--- src/rtl/w_engine_pkg.sv ---
// +------------------------------------------------------------------+
// | w_engine_pkg : shared types for the AXI4 write-data stage         |
// | Rev 1.0                                                           |
// +------------------------------------------------------------------+
`default_nettype none

package w_engine_pkg;

  typedef enum logic [1:0] {
    S_IDLE     = 2'd0,
    S_WAIT_LEN = 2'd1,
    S_SEND_W   = 2'd2,
    S_AW_WAIT  = 2'd3
  } WState_t;

  localparam int LEN_W       = 8;
  localparam int LEN_ENTRY_W = LEN_W + 1;

  typedef struct packed {
    logic             last;
    logic [LEN_W-1:0] len;
  } len_entry_t;

  function automatic int beat_bytes(input int data_width);
    return data_width / 8;
  endfunction

endpackage

`default_nettype wire

--- src/rtl/axi4_w_if.sv ---
// +------------------------------------------------------------------+
// | AXI4_W : AXI4 write-data channel bundle                           |
// | Rev 1.0                                                           |
// +------------------------------------------------------------------+
`default_nettype none

interface AXI4_W #(
  parameter int DATA_WIDTH = 64
);
  logic [DATA_WIDTH-1:0]   wdata;
  logic [DATA_WIDTH/8-1:0] wstrb;
  logic                    wlast;
  logic                    wvalid;
  logic                    wready;

  modport master (output wdata, output wstrb, output wlast, output wvalid, input wready);
  modport slave  (input wdata, input wstrb, input wlast, input wvalid, output wready);
endinterface

`default_nettype wire

--- src/rtl/w_engine_len_fifo.sv ---
// +------------------------------------------------------------------+
// | len_fifo : small synchronous FIFO holding issued AW burst lengths |
// | Rev 1.0                                                           |
// +------------------------------------------------------------------+
`default_nettype none

module len_fifo #(
  parameter int WIDTH = 9,
  parameter int DEPTH = 4
) (
  input  logic             clk,
  input  logic             rstn,
  input  logic             push_i,
  input  logic [WIDTH-1:0] din_i,
  input  logic             pop_i,
  output logic [WIDTH-1:0] dout_o,
  output logic             full_o,
  output logic             empty_o
);

  localparam int AW = $clog2(DEPTH);

  logic [WIDTH-1:0] mem_q [DEPTH];
  logic [AW:0]      wptr_q;
  logic [AW:0]      rptr_q;
  logic             w_push;
  logic             w_pop;

  // Extra pointer MSB distinguishes full from empty when the indices match.
  assign empty_o = (wptr_q == rptr_q);
  assign full_o  = (wptr_q[AW] != rptr_q[AW]) && (wptr_q[AW-1:0] == rptr_q[AW-1:0]);
  assign w_push  = push_i && !full_o;
  assign w_pop   = pop_i && !empty_o;
  assign dout_o  = mem_q[rptr_q[AW-1:0]];

  always_ff @(posedge clk) begin
    if (!rstn) begin
      wptr_q <= '0;
      rptr_q <= '0;
    end else begin
      if (w_push) wptr_q <= wptr_q + 1'b1;
      if (w_pop)  rptr_q <= rptr_q + 1'b1;
    end
  end

  always_ff @(posedge clk) begin
    if (w_push) mem_q[wptr_q[AW-1:0]] <= din_i;
  end

endmodule

`default_nettype wire

--- src/rtl/w_engine.sv ---
// +------------------------------------------------------------------+
// | w_engine : AXI4 W-channel stage, streams beats for each AW burst  |
// | Rev 1.0                                                           |
// +------------------------------------------------------------------+
`default_nettype none

module w_engine
  import w_engine_pkg::*;
#(
  parameter int AXI_DATA_WIDTH = 64,
  parameter int BTT_WIDTH      = 32,
  parameter int LEN_FIFO_DEPTH = 4,
  parameter int SYNC_AW_W      = 0
) (
  input  logic                      clk,
  input  logic                      rstn,
  input  logic                      start,
  input  logic [BTT_WIDTH-1:0]      btt,
  input  logic                      write_zero,
  input  logic                      aw_new_transaction,
  input  logic [7:0]                aw_len,
  input  logic                      aw_last,
  output logic                      aw_enable,
  input  logic [AXI_DATA_WIDTH-1:0] fifo_dout,
  input  logic                      fifo_empty,
  output logic                      fifo_rd,
  input  logic                      aw_sync,
  output logic                      w_sync,
  output logic                      done,
  AXI4_W.master                     w_chan
);

  localparam int BYTES_PER_BEAT = beat_bytes(AXI_DATA_WIDTH);
  localparam int OFFS_W         = (BYTES_PER_BEAT > 1) ? $clog2(BYTES_PER_BEAT) : 1;

  WState_t             state_q;
  logic [LEN_W-1:0]    cnt_q;
  logic                last_q;
  logic                wz_q;
  logic [OFFS_W-1:0]   rem_q;

  logic [OFFS_W-1:0]   w_rem_in;
  logic                w_unused_btt;
  len_entry_t          w_head;
  logic [LEN_ENTRY_W-1:0] w_head_raw;
  logic                w_len_empty;
  logic                w_len_full;
  logic                w_len_pop;
  logic                w_wvalid;
  logic                w_wlast;
  logic                w_hs;
  logic                w_burst_end;
  logic [BYTES_PER_BEAT-1:0] w_tail_strb;

  // Only the sub-beat remainder of btt matters: the aligned start makes every
  // beat full except possibly the very last one.
  generate
    if (BYTES_PER_BEAT > 1) begin : g_rem
      assign w_rem_in = btt[OFFS_W-1:0];
    end else begin : g_rem_none
      assign w_rem_in = '0;
    end
  endgenerate
  assign w_unused_btt = ^btt;

  len_fifo #(
    .WIDTH (LEN_ENTRY_W),
    .DEPTH (LEN_FIFO_DEPTH)
  ) u_len_fifo (
    .clk     (clk),
    .rstn    (rstn),
    .push_i  (aw_new_transaction),
    .din_i   ({aw_last, aw_len}),
    .pop_i   (w_len_pop),
    .dout_o  (w_head_raw),
    .full_o  (w_len_full),
    .empty_o (w_len_empty)
  );

  assign w_head      = len_entry_t'(w_head_raw);
  assign aw_enable   = !w_len_full;
  assign w_len_pop   = (state_q == S_WAIT_LEN) && !w_len_empty;

  assign w_wvalid    = (state_q == S_SEND_W) && (wz_q || !fifo_empty);
  assign w_wlast     = (state_q == S_SEND_W) && (cnt_q == '0);
  assign w_hs        = w_wvalid && w_chan.wready;
  assign w_burst_end = w_hs && w_wlast;
  assign w_tail_strb = (rem_q == '0) ? '1 : ~({BYTES_PER_BEAT{1'b1}} << rem_q);

  assign w_chan.wvalid = w_wvalid;
  assign w_chan.wlast  = w_wlast;
  assign w_chan.wdata  = wz_q ? '0 : fifo_dout;
  assign w_chan.wstrb  = (w_wlast && last_q) ? w_tail_strb : '1;

  assign fifo_rd = w_hs && !wz_q;
  assign done    = w_burst_end && last_q;
  assign w_sync  = (SYNC_AW_W != 0) && (w_burst_end || (state_q == S_AW_WAIT));

  always_ff @(posedge clk) begin
    if (!rstn) begin
      state_q <= S_IDLE;
      cnt_q   <= '0;
      last_q  <= 1'b0;
      wz_q    <= 1'b0;
      rem_q   <= '0;
    end else begin
      case (state_q)
        S_IDLE: begin
          if (start) begin
            rem_q   <= w_rem_in;
            wz_q    <= write_zero;
            state_q <= S_WAIT_LEN;
          end
        end
        S_WAIT_LEN: begin
          if (!w_len_empty) begin
            cnt_q   <= w_head.len;
            last_q  <= w_head.last;
            state_q <= S_SEND_W;
          end
        end
        S_SEND_W: begin
          if (w_hs) begin
            if (cnt_q == '0) begin
              if (last_q)                              state_q <= S_IDLE;
              else if ((SYNC_AW_W != 0) && !aw_sync)   state_q <= S_AW_WAIT;
              else                                     state_q <= S_WAIT_LEN;
            end else begin
              cnt_q <= cnt_q - 1'b1;
            end
          end
        end
        S_AW_WAIT: begin
          if (aw_sync) state_q <= S_WAIT_LEN;
        end
        default: state_q <= S_IDLE;
      endcase
    end
  end

endmodule

`default_nettype wire

--- src/flat_wrapper.sv ---
// flat-port wrapper written by rule: the top's interface ports become plain ports
module w_engine_flat import w_engine_pkg::*;
#(
  parameter int AXI_DATA_WIDTH = 64,
  parameter int BTT_WIDTH      = 32,
  parameter int LEN_FIFO_DEPTH = 4,
  parameter int SYNC_AW_W      = 0
)
  (clk, rstn, start, btt, write_zero, aw_new_transaction, aw_len, aw_last, aw_enable, fifo_dout, fifo_empty, fifo_rd, aw_sync, w_sync, done, w_chan_wdata, w_chan_wstrb, w_chan_wlast, w_chan_wvalid, w_chan_wready);
  AXI4_W #(.DATA_WIDTH((64))) w_chan_i ();
  input  logic clk;
  input  logic rstn;
  input  logic start;
  input  logic [BTT_WIDTH-1:0] btt;
  input  logic write_zero;
  input  logic aw_new_transaction;
  input  logic [7:0] aw_len;
  input  logic aw_last;
  output logic aw_enable;
  input  logic [AXI_DATA_WIDTH-1:0] fifo_dout;
  input  logic fifo_empty;
  output logic fifo_rd;
  input  logic aw_sync;
  output logic w_sync;
  output logic done;
  output wire logic [$bits(w_chan_i.wdata)-1:0] w_chan_wdata;
  output wire logic [$bits(w_chan_i.wstrb)-1:0] w_chan_wstrb;
  output wire logic [$bits(w_chan_i.wlast)-1:0] w_chan_wlast;
  output wire logic [$bits(w_chan_i.wvalid)-1:0] w_chan_wvalid;
  input wire logic [$bits(w_chan_i.wready)-1:0] w_chan_wready;
  assign w_chan_wdata = w_chan_i.wdata;
  assign w_chan_wstrb = w_chan_i.wstrb;
  assign w_chan_wlast = w_chan_i.wlast;
  assign w_chan_wvalid = w_chan_i.wvalid;
  assign w_chan_i.wready = w_chan_wready;
  w_engine #(.AXI_DATA_WIDTH(AXI_DATA_WIDTH), .BTT_WIDTH(BTT_WIDTH), .LEN_FIFO_DEPTH(LEN_FIFO_DEPTH), .SYNC_AW_W(SYNC_AW_W)) u_core (.clk(clk), .rstn(rstn), .start(start), .btt(btt), .write_zero(write_zero), .aw_new_transaction(aw_new_transaction), .aw_len(aw_len), .aw_last(aw_last), .aw_enable(aw_enable), .fifo_dout(fifo_dout), .fifo_empty(fifo_empty), .fifo_rd(fifo_rd), .aw_sync(aw_sync), .w_sync(w_sync), .done(done), .w_chan(w_chan_i));
endmodule
--- config.mk ---
export PLATFORM = sky130hd
export DESIGN_NAME = w_engine_flat
export DESIGN_NICKNAME = d
export VERILOG_FILES = /design/src/rtl/w_engine_pkg.sv /design/src/rtl/axi4_w_if.sv /design/src/rtl/w_engine_len_fifo.sv /design/src/rtl/w_engine.sv /design/src/flat_wrapper.sv
export SDC_FILE = /design/constraint.sdc
export NUM_CORES = 1
export LEC_CHECK = 0
export ABC_CLOCK_PERIOD_IN_PS = 2500
export CAP_MARGIN = 10
export CELL_PAD_IN_SITES_DETAIL_PLACEMENT = 0
export CELL_PAD_IN_SITES_GLOBAL_PLACEMENT = 1
export CORE_UTILIZATION = 27
export CTS_CLUSTER_DIAMETER = 80
export DETAILED_ROUTE_END_ITERATION = 8
export GPL_TIMING_DRIVEN = 0
export PLACE_DENSITY = 0.91
export SYNTH_ARGS = -nofsm -noshare
export SYNTH_HDL_FRONTEND = slang
export SYNTH_SLANG_ARGS = --single-unit
--- constraint.sdc ---
create_clock -name clk -period 2.5 [get_ports clk]
set_input_delay 0.5 -clock clk [delete_from_list [all_inputs] [get_ports clk]]
set_output_delay 0.5 -clock clk [all_outputs]
set_load 0.01 [all_outputs]
# ---- After elaboration in Yosys (flattened, before gate mapping)
# Memories as Yosys holds them, arrays and structs flattened. A register that Yosys moved wholly into a read port is not among the register bits.
# Index checks and enable logic that the tools add are counted.
dict set report op_classes {
  add_sub_neg 3
  mul 0
  n_div 0
  order_cmp 0
  n_eq_ne 12
  shift 1
  muxes 18
  n_bitwise 2
  n_reduce_logical 24
}
# cell count
set op_table {}
lappend op_table {{two-way mux 64 bit} 1}
lappend op_table {{two-way mux 8 bit} 5}
lappend op_table {{one-hot mux 8 bit (2 select lines)} 1}
lappend op_table {{two-way mux 2 bit} 7}
lappend op_table {{logical AND 1 bit} 11}
lappend op_table {{!= test 2 bit, second input constant} 5}
lappend op_table {{logical NOT 8 bit} 1}
lappend op_table {{NOT 8 bit} 1}
lappend op_table {{one-hot mux 2 bit (4 select lines)} 1}
lappend op_table {{left shift 8 x 3 -> 8 bit, first input constant} 1}
lappend op_table {{subtractor 8 x 1 -> 8 bit, second input constant} 1}
lappend op_table {{adder 3 x 1 -> 3 bit, second input constant} 2}
lappend op_table {{AND reduction 5 bit} 1}
lappend op_table {{== test 2 bit, second input constant} 2}
lappend op_table {{logical NOT 1 bit} 4}
lappend op_table {{AND reduction 2 bit} 2}
lappend op_table {{AND reduction 4 bit} 1}
lappend op_table {{== test 3 bit} 1}
lappend op_table {{logical NOT 3 bit} 1}
lappend op_table {{two-way mux 1 bit} 3}
lappend op_table {{== test 2 x 1 -> 1 bit, second input constant} 1}
lappend op_table {{== test 2 bit} 1}
lappend op_table {{logical NOT 2 bit} 1}
lappend op_table {{!= test 2 x 1 -> 1 bit, second input constant} 1}
lappend op_table {{other kinds (4)} 4}
dict set report word_totals {
  reg_bits 21
  latchBits 0
  ramBits 36
  rom_bits 0
  inputBits 113
  output_inout_bits 78
  wordCells 68
  n_memories 1
}
# memory words word_bits read_ports rd_clocked_by_memory_dff wr line_no
set mem_list {}
lappend mem_list {u_core.u_len_fifo.mem_q 4 9 1 1 1 w_engine_len_fifo.sv:23} ;# logic [WIDTH-1:0] mem_q [DEPTH];

# ---- Logic depth before layout (Yosys ltp)
# Gate-level depths: netlist of run 1.
dict set report depth {
  depth_word 6
  mapped_depth 8
}

# ---- Cells and area by module
# From an unflattened synthesis of run 1, not the netlist that was laid out.
dict set report unflattened {
  hier_cells 317
  area_unflattened_um2 3276.9
}
# module n_inst cells_per_inst area_per_inst_um2 seq_area_each_um2
set by_module_without_submodules {}
lappend by_module_without_submodules {len_fifo 1 115 1866.8 1241.2}
lappend by_module_without_submodules {w_engine 1 202 1410.1 300.3}

# ---- Worst setup path after synthesis of run 1
# No wires, ideal clock.
dict set report synth_timing {
  kind {reg-to-output}
  start {reg u_core.cnt_q[0]}
  end {out w_chan_wstrb[1]}
  arrival_time_ps 1729
  required_ps 2000
  slack_ps 271
  path_stages_with_launch 7
  path_buffers 0
  path_cell_list {dfxtp_1 > inv_1 > ha_1 > nor4b_4 > nand4_1 > or2_2 > or3_1}
}
dict set report synth_between {
  elab_chain_cells 4
}
# element line_no
set synth_lines {}
lappend synth_lines {{start: declaration} w_engine.sv:37} ;# logic [LEN_W-1:0] cnt_q;
lappend synth_lines {{start signal: assignment} w_engine.sv:117} ;# cnt_q <= w_head.len;
lappend synth_lines {{start signal: assignment} w_engine.sv:129} ;# cnt_q <= cnt_q - 1'b1;
lappend synth_lines {{logical NOT 8 bit} w_engine.sv:85} ;# assign w_wlast = (state_q == S_SEND_W) && (cnt_q == '0);
lappend synth_lines {{logical AND 1 bit} w_engine.sv:85}
lappend synth_lines {{logical AND 1 bit} w_engine.sv:93} ;# assign w_chan.wstrb = (w_wlast && last_q) ? w_tail_strb : '1;
lappend synth_lines {{two-way mux 8 bit} w_engine.sv:93}
lappend synth_lines {{end: declaration} flat_wrapper.sv:27} ;# output wire logic [$bits(w_chan_i.wstrb)-1:0] w_chan_wstrb;
# No other way between the ends.

# ---- Worst setup path after layout of run 1
dict set report layout_timing {
  start {reg u_core.cnt_q[1]}
  end {out w_chan_wstrb[1]}
}
# The elaborated chain is that of the path after synthesis.

==> impl_metrics.yaml, run 1 <==
cts:
  postCtsHoldBufs: 0
  clk_pin_slew_ps: 50
  clockRootBuffer: "clkbuf_16"
  htree_levels: 3
  clkSinkCount: 59
  cts_buffer_depth: 2
  worstSkewPairLatency_ps: 320
  cts-buffers-inserted: 9
  cts_tree: "done"
floorplanning:
  core_sq_um: 11030
  ios: 191
  rows: 38
  fp.dieW_microns: 109.1
  start_util_pct: 28.09
  die_y_microns: 109.1
  die_area_sq_um: 11910
flow_run:
  drv_cap: 0
route:
  drc_errors: 0
  first_pass_iters: 4
  wire_per_inst_microns: 16.66
  routed-via-count: 2785
  drtAntennaViolNets: 0
  vias_per_cell: 4.566
  routed_wl_microns: 10160
  drtIter0Drc: 119
sta:
  post-route-period-util_pct: 100.6
  max_slew_margin_pct: 58.51
  whs_ps: 511.7
  finalClockSkew_ps: 6.919
  hold_viol_final: 0
  slew_viol_final: 0
  setup_slack_ps: -14.65
  fin_crit_ps: 2515
  finalSetupViolCount: 1
  tightest_slew_ps: 622.4
  clock.fmax_ghz: 0.3977
  grt_setup_unrepaired: "true"
grt:
  grt_pass1_vias: 2766
  grt_max_degree: 11
  track_usage_pct: 16.83
  antenna_found_initial: 0
  grt.overflow.total: 0
  grt_pass1_wl_microns: 14450
status:
  status: "finished, violations left"
  failed_checks: "setup timing"
placed_design:
  gp_congestion: 0.7939
  place_hpwl_microns: 7860
  portBuffers: 159
  dp_slack_ps: -415.4
synthesis:
  synth_xor_xnor_area_share_pct: 2.262
  synth.avg_cell_area_sq_um: 10.72
  synth_cells: 289
  yosysSeqAreaShare_pct: 49.76
  ys_ff_latch: 59
  synthMuxAreaShare_pct: 8.158
  synth-compound-area-share_pct: 8.158
  synthAdderAreaFrac_pct: 3.231
  yosysWarningCount: 0
  synth_top_family_by_area: "simple AND/OR/NAND/NOR gates"
  synth-simple-area-share_pct: 24.23
  syn_nets: 410
  synth_cell_types: 39
  synth_area_sq_um: 3098
layout:
  drive_gt1_share_pct: 11.70
  syn_to_final_growth_pct: 69.18
  diodes: 0
  layout.nets: 586
worst_setup_path:
  worstPathRequired_ps: 2000
  r2r-start: "u_core.u_len_fifo.wptr_q[0]"
  critPathKind: "register to primary output"
  crit_path_max_fanout: 3
  worst_setup_path_end_kind: "primary output"
  cp.arrival_ps: 2010
  r2r-end: "u_core.u_len_fifo.mem_q[3][3]"
  r2r_slack_ps: 420
  start_kind: "register"
  reg2reg_depth: 3
hold_path:
  hp-class: "register to register"
  worstHoldStart: "u_core.cnt_q[6]"
  holdPathStages: 2
  holdPathEnd: "u_core.cnt_q[6]"
power_and_ir_drop:
  powerDensity_nw_per_um2: 638.8
  leakage_nw: 1.920
  power.total_mw: 3.348
  ir_drop_uv: 445.6
cells in the mapped netlist:
cell type  number  area share [%]
nand2b_1        3            0.61
mux4_2          9             6.5
o211ai_1        2            0.48
clkbuf_1       13             1.6
nand4_1         1            0.20
dfxtp_1        23              15
buf_2           1            0.16
a31oi_1         2            0.40
nor4b_4         1            0.77
o21a_1          1            0.24
o311a_1         1            0.32
nor4_1          1            0.20
a21oi_1        12             1.9
nand2_1        16             1.9
buf_4           3            0.73
a211o_1         1            0.28
nor2_1         25             3.0
a311oi_4        1            0.85
nor3b_1         1            0.24
or4_1           1            0.24
or3_1           2            0.40
and2_1          6             1.2
o21ai_0         5            0.81
xor2_1          2            0.57
xnor2_1         6             1.7
nand3_1         6            0.97
edfxtp_1       36              35
mux2i_1         5             1.6
a211oi_1        3            0.73
clkbuf_2        1            0.16
a21o_1          3            0.73
ha_1            8             3.2
conb_1          2            0.24
a41oi_4         1            0.89
nor2b_1        66              13
inv_1          11             1.3
nor3_1          3            0.48
or2_2           3            0.61
o31ai_1         2            0.48
worst max path at each step:
stage / slack, ps / to / startpoint / depth (start not counted)
after floorplan: 270 / w_chan_wstrb[1] / u_core.cnt_q[0] / 6
after global placement: -420 / w_chan_wstrb[1] / u_core.cnt_q[0] / 7
after detailed placement: -420 / w_chan_wstrb[1] / u_core.cnt_q[0] / 7
after CTS: -60 / w_chan_wstrb[1] / u_core.cnt_q[1] / 7
after global routing: -110 / w_chan_wstrb[1] / u_core.cnt_q[1] / 7
final: -10 / w_chan_wstrb[1] / u_core.cnt_q[1] / 7
worst max-delay path: stages, from the launching register on:
cell and delay, ps:
dfxtp_2 320, inv_2 70, ha_4 140, nor4b_4 220, nand4_1 220, or2_4 290
or3_1 290, buf_2 150
where the power goes:
part / switching [mW] / internal, mW
clock network: 0.404 / 0.862
registers: 0.0494 / 1.11
logic: 0.422 / 0.505
total: 0.875 / 2.47
cell usage in the layout (no fill, tap or decap), drive strengths merged, types with 4 or more instances in the layout:
cell type      Yosys  layout
clkdlybuf4s50      0     150
nor2b             66      66
edfxtp            36      36
nor2              25      25
dfxtp             23      23
clkbuf            14      23
nand2             16      16
buf                4      14
a21oi             12      12
inv               11      11
mux4               9       9
ha                 8       8
nand3              6       6
xnor2              6       6
and2               6       6
mux2i              5       5
o21ai              5       5
dlygate4sd2        0       4
metal layers:
layer / track usage (%) / vias up / wire length [microns]
met3: 4.363 / 24 / 826
met4: 8.977 / 0 / 398
met1: 15.71 / 1303 / 3493
met2: 32.88 / 117 / 5441
met5: 0 / - / 0
li1: - / 1341 / -
flip-flops by register name, summed over array words and instances, names as in the netlist, named ones only:
| name | flops |
|---|---|
| u_core.u_len_fifo.rptr_q | 3 |
| u_core.u_len_fifo.mem_q | 36 |
| u_core.wz_q | 1 |
| u_core.rem_q | 3 |
| u_core.u_len_fifo.wptr_q | 3 |
| u_core.state_q | 2 |
| u_core.last_q | 1 |
| u_core.cnt_q | 8 |
repair_timing:
item / 4_1_cts / 5_1_grt
pin swaps: 4 / 2
gates resized for setup: 29 / 13
endpoints found under the setup margin: 49 / 37
buffers inserted: 4 / 2
kinds of logic (layout without fill, tap and decap cells):
logic type | count (synthesis) | in the layout
XOR/XNOR | 8 | 8
AO/OA/AOI/OAI | 34 | 34
multiplexers | 14 | 14
AND/OR/NAND/NOR | 135 | 135
flip-flops | 59 | 59
adder cells (fa/ha/maj) | 8 | 8
buffers and inverters | 29 | 210
other | 2 | 2
cell type report:
type / instances / area (sq um)
Timing Repair Buffer: 165 / 1620
Buffer: 18 / 87.58
Tap cell: 140 / 175.2
Multi-Input combinational cell: 201 / 1463
Clock buffer: 10 / 229.0
Inverter: 11 / 41.29
Fill cell: 1021 / 5789
Clock inverter: 6 / 80.08
Sequential cell: 59 / 1545
stage by stage:
stage / cells / area [sq um] / utilization, % / setup TNS, ps
after global placement: 588 / 4865 / 44.10 / -1108
final: 610 / 5241 / 47.52 / -14.65
after detailed placement: 588 / 4865 / 44.10 / -1139
after floorplan: 289 / 3098 / - / 0
after global routing: 610 / 5241 / 47.52 / -157.3
after CTS: 608 / 5211 / 47.24 / -79.63
No activity file was read; power rests on OpenSTA's default activity.
==> run 2: changes to the inputs <==
CORE_MARGIN = 2   (was unset)
==> impl_metrics.yaml, run 2 (same netlist as run 1, synthesis figures left out) <==
status:
  status: "finished, violations left"
  failed_checks: "setup timing"
route:
  drtAntennaViolNets: 0
  first_pass_iters: 4
  vias_per_cell: 4.502
  drtIter0Drc: 151
  wire_per_inst_microns: 15.80
  drc_errors: 0
  routed_wl_microns: 9702
  routed-via-count: 2764
layout:
  layout.nets: 587
  fill_cells: 1042
  postLayoutCellArea_sq_um: 5235
  final_util_pct: 46.24
  syn_to_final_growth_pct: 68.98
  final_cell_mix: "clkdlybuf4s50_1 (150), nor2b_1 (66), edfxtp_1 (36)"
  layout_commonest_cell: "clkdlybuf4s50_1"
  drive_gt1_share_pct: 12.10
  diodes: 0
  largest_register_ffs: 36
cts:
  clockRootBuffer: "clkbuf_16"
  clk_pin_slew_ps: 50
  htree_levels: 3
  cts-buffers-inserted: 9
  worstSkewPairLatency_ps: 320
  postCtsHoldBufs: 0
  clkSinkCount: 59
  cts_tree: "done"
  cts_buffer_depth: 2
worst_setup_path:
  r2r_slack_ps: 430
  cp.arrival_ps: 2000
  startpoint: "u_core.cnt_q[0]"
  endpoint: "w_chan_wstrb[1]"
  worst_setup_path_end_kind: "primary output"
  worstPathRequired_ps: 2000
  reg2reg_depth: 3
  max_stage_delay_ps: 360
  crit_path_max_fanout: 5
  r2r-start: "u_core.u_len_fifo.wptr_q[0]"
  critPathSlowestCell: "dfxtp_4"
  worstPathCellList: "inv_4 -> ha_4 -> nor4b_4 -> nand4_1 -> or2_4 -> or3_1 -> buf_2"
  r2r-end: "u_core.u_len_fifo.mem_q[3][7]"
  critPathKind: "register to primary output"
  start_kind: "register"
sta:
  fin_setup_tns_ps: -0.8691
  setup_slack_ps: -0.8691
  finalClockSkew_ps: 6.254
  clock.fmax_ghz: 0.3999
  hold_viol_final: 0
  max_slew_margin_pct: 60.92
  slew_viol_final: 0
  grt_setup_unrepaired: "true"
  tightest_slew_ps: 586.3
  fin_crit_ps: 2501
  finalSetupViolCount: 1
  post-route-period-util_pct: 100.0
floorplanning:
  ios: 191
  fp.dieW_microns: 111.1
  start_util_pct: 27.37
  rows: 39
  core_sq_um: 11320
  die_y_microns: 111.1
  die_area_sq_um: 12350
grt:
  grt_pass1_vias: 2821
  grt.overflow.total: 0
  grt_pass1_wl_microns: 15060
  grt_max_degree: 11
  track_usage_pct: 15.55
  antenna_found_initial: 0
placed_design:
  placed_area_sq_um: 4868
  portBuffers: 159
  place_hpwl_microns: 7498
  gp_congestion: 0.8927
power_and_ir_drop:
  ir_drop_uv: 700.1
  powerDensity_nw_per_um2: 626.1
  leakage_nw: 1.913
flow_run:
  drv_cap: 0
hold_path:
  hp-class: "register to register"
run 2: worst min-delay path by stage:
| stage | start | end | slack [ps] | depth (start not counted) |
|---|---|---|---|---|
| 2_1_floorplan | u_core.cnt_q[7] | u_core.cnt_q[7] | 450 | 2 |
| 3_3_place_gp | u_core.cnt_q[7] | u_core.cnt_q[7] | 460 | 2 |
| 3_5_place_dp | u_core.cnt_q[7] | u_core.cnt_q[7] | 480 | 2 |
| 4_1_cts | u_core.cnt_q[7] | u_core.cnt_q[7] | 490 | 2 |
| 5_1_grt | u_core.cnt_q[7] | u_core.cnt_q[7] | 550 | 2 |
| 6_report | u_core.cnt_q[7] | u_core.cnt_q[7] | 490 | 2 |
run 2: metrics by stage:
stage / worst slack, ps / hold slack, ps / cells / power, mW
2_1_floorplan: 270.7 / 454.4 / 289 / 1.612
3_3_place_gp: -355.2 / 463.6 / 591 / 2.028
6_report: -0.8691 / 487.0 / 614 / 3.277
3_5_place_dp: -433.6 / 479.6 / 591 / 2.046
5_1_grt: -99.55 / 545.0 / 614 / 3.441
4_1_cts: -47.23 / 486.0 / 610 / 3.284
run 2: cell type report:
cell class                      count  area (sq um)  area share, %
Clock inverter                      1         5.005        0.09560
Inverter                           11         43.79         0.8365
Buffer                             18         86.33          1.649
Tap cell                          143         178.9          3.418
Multi-Input combinational cell    201          1460          27.89
Sequential cell                    59          1548          29.56
Timing Repair Buffer              166          1614          30.83
Clock buffer                       15         299.0          5.712
run 2: what timing repair did:
action                                  4_1_cts  5_1_grt
resized for setup                            29       13
buffers inserted                              3        4
endpoints found under the setup margin       49       21
pin swaps                                     3        4
run 2: critical path, delay by kind of cell, from the launching register on:
| family | cells | cell delay [ps] |
|---|---|---|
| fa+ha+maj | 1 | 130 |
| buf+inv | 2 | 200 |
| flops | 1 | 360 |
| simple gates | 4 | 990 |
run 2: power by group:
| part | total [mW] | internal (mW) | switching [mW] | leakage [nW] |
|---|---|---|---|---|
| clock | 1.20 | 0.809 | 0.386 | 0.151 |
| combinational | 0.923 | 0.513 | 0.410 | 1.24 |
| sequential | 1.16 | 1.11 | 0.0517 | 0.520 |
| total | 3.28 | 2.43 | 0.848 | 1.91 |
run 2: metal layers:
layer / GRT usage, % / routed length [microns] / part of all wire (%) / up-vias
li1: - / - / - / 1342
met1: 18.47 / 4063 / 42 / 1304
met2: 27.73 / 4931 / 51 / 109
met3: 3.827 / 586 / 6.0 / 9
met4: 4.774 / 122 / 1.3 / 0
met5: 0 / 0 / 0 / -
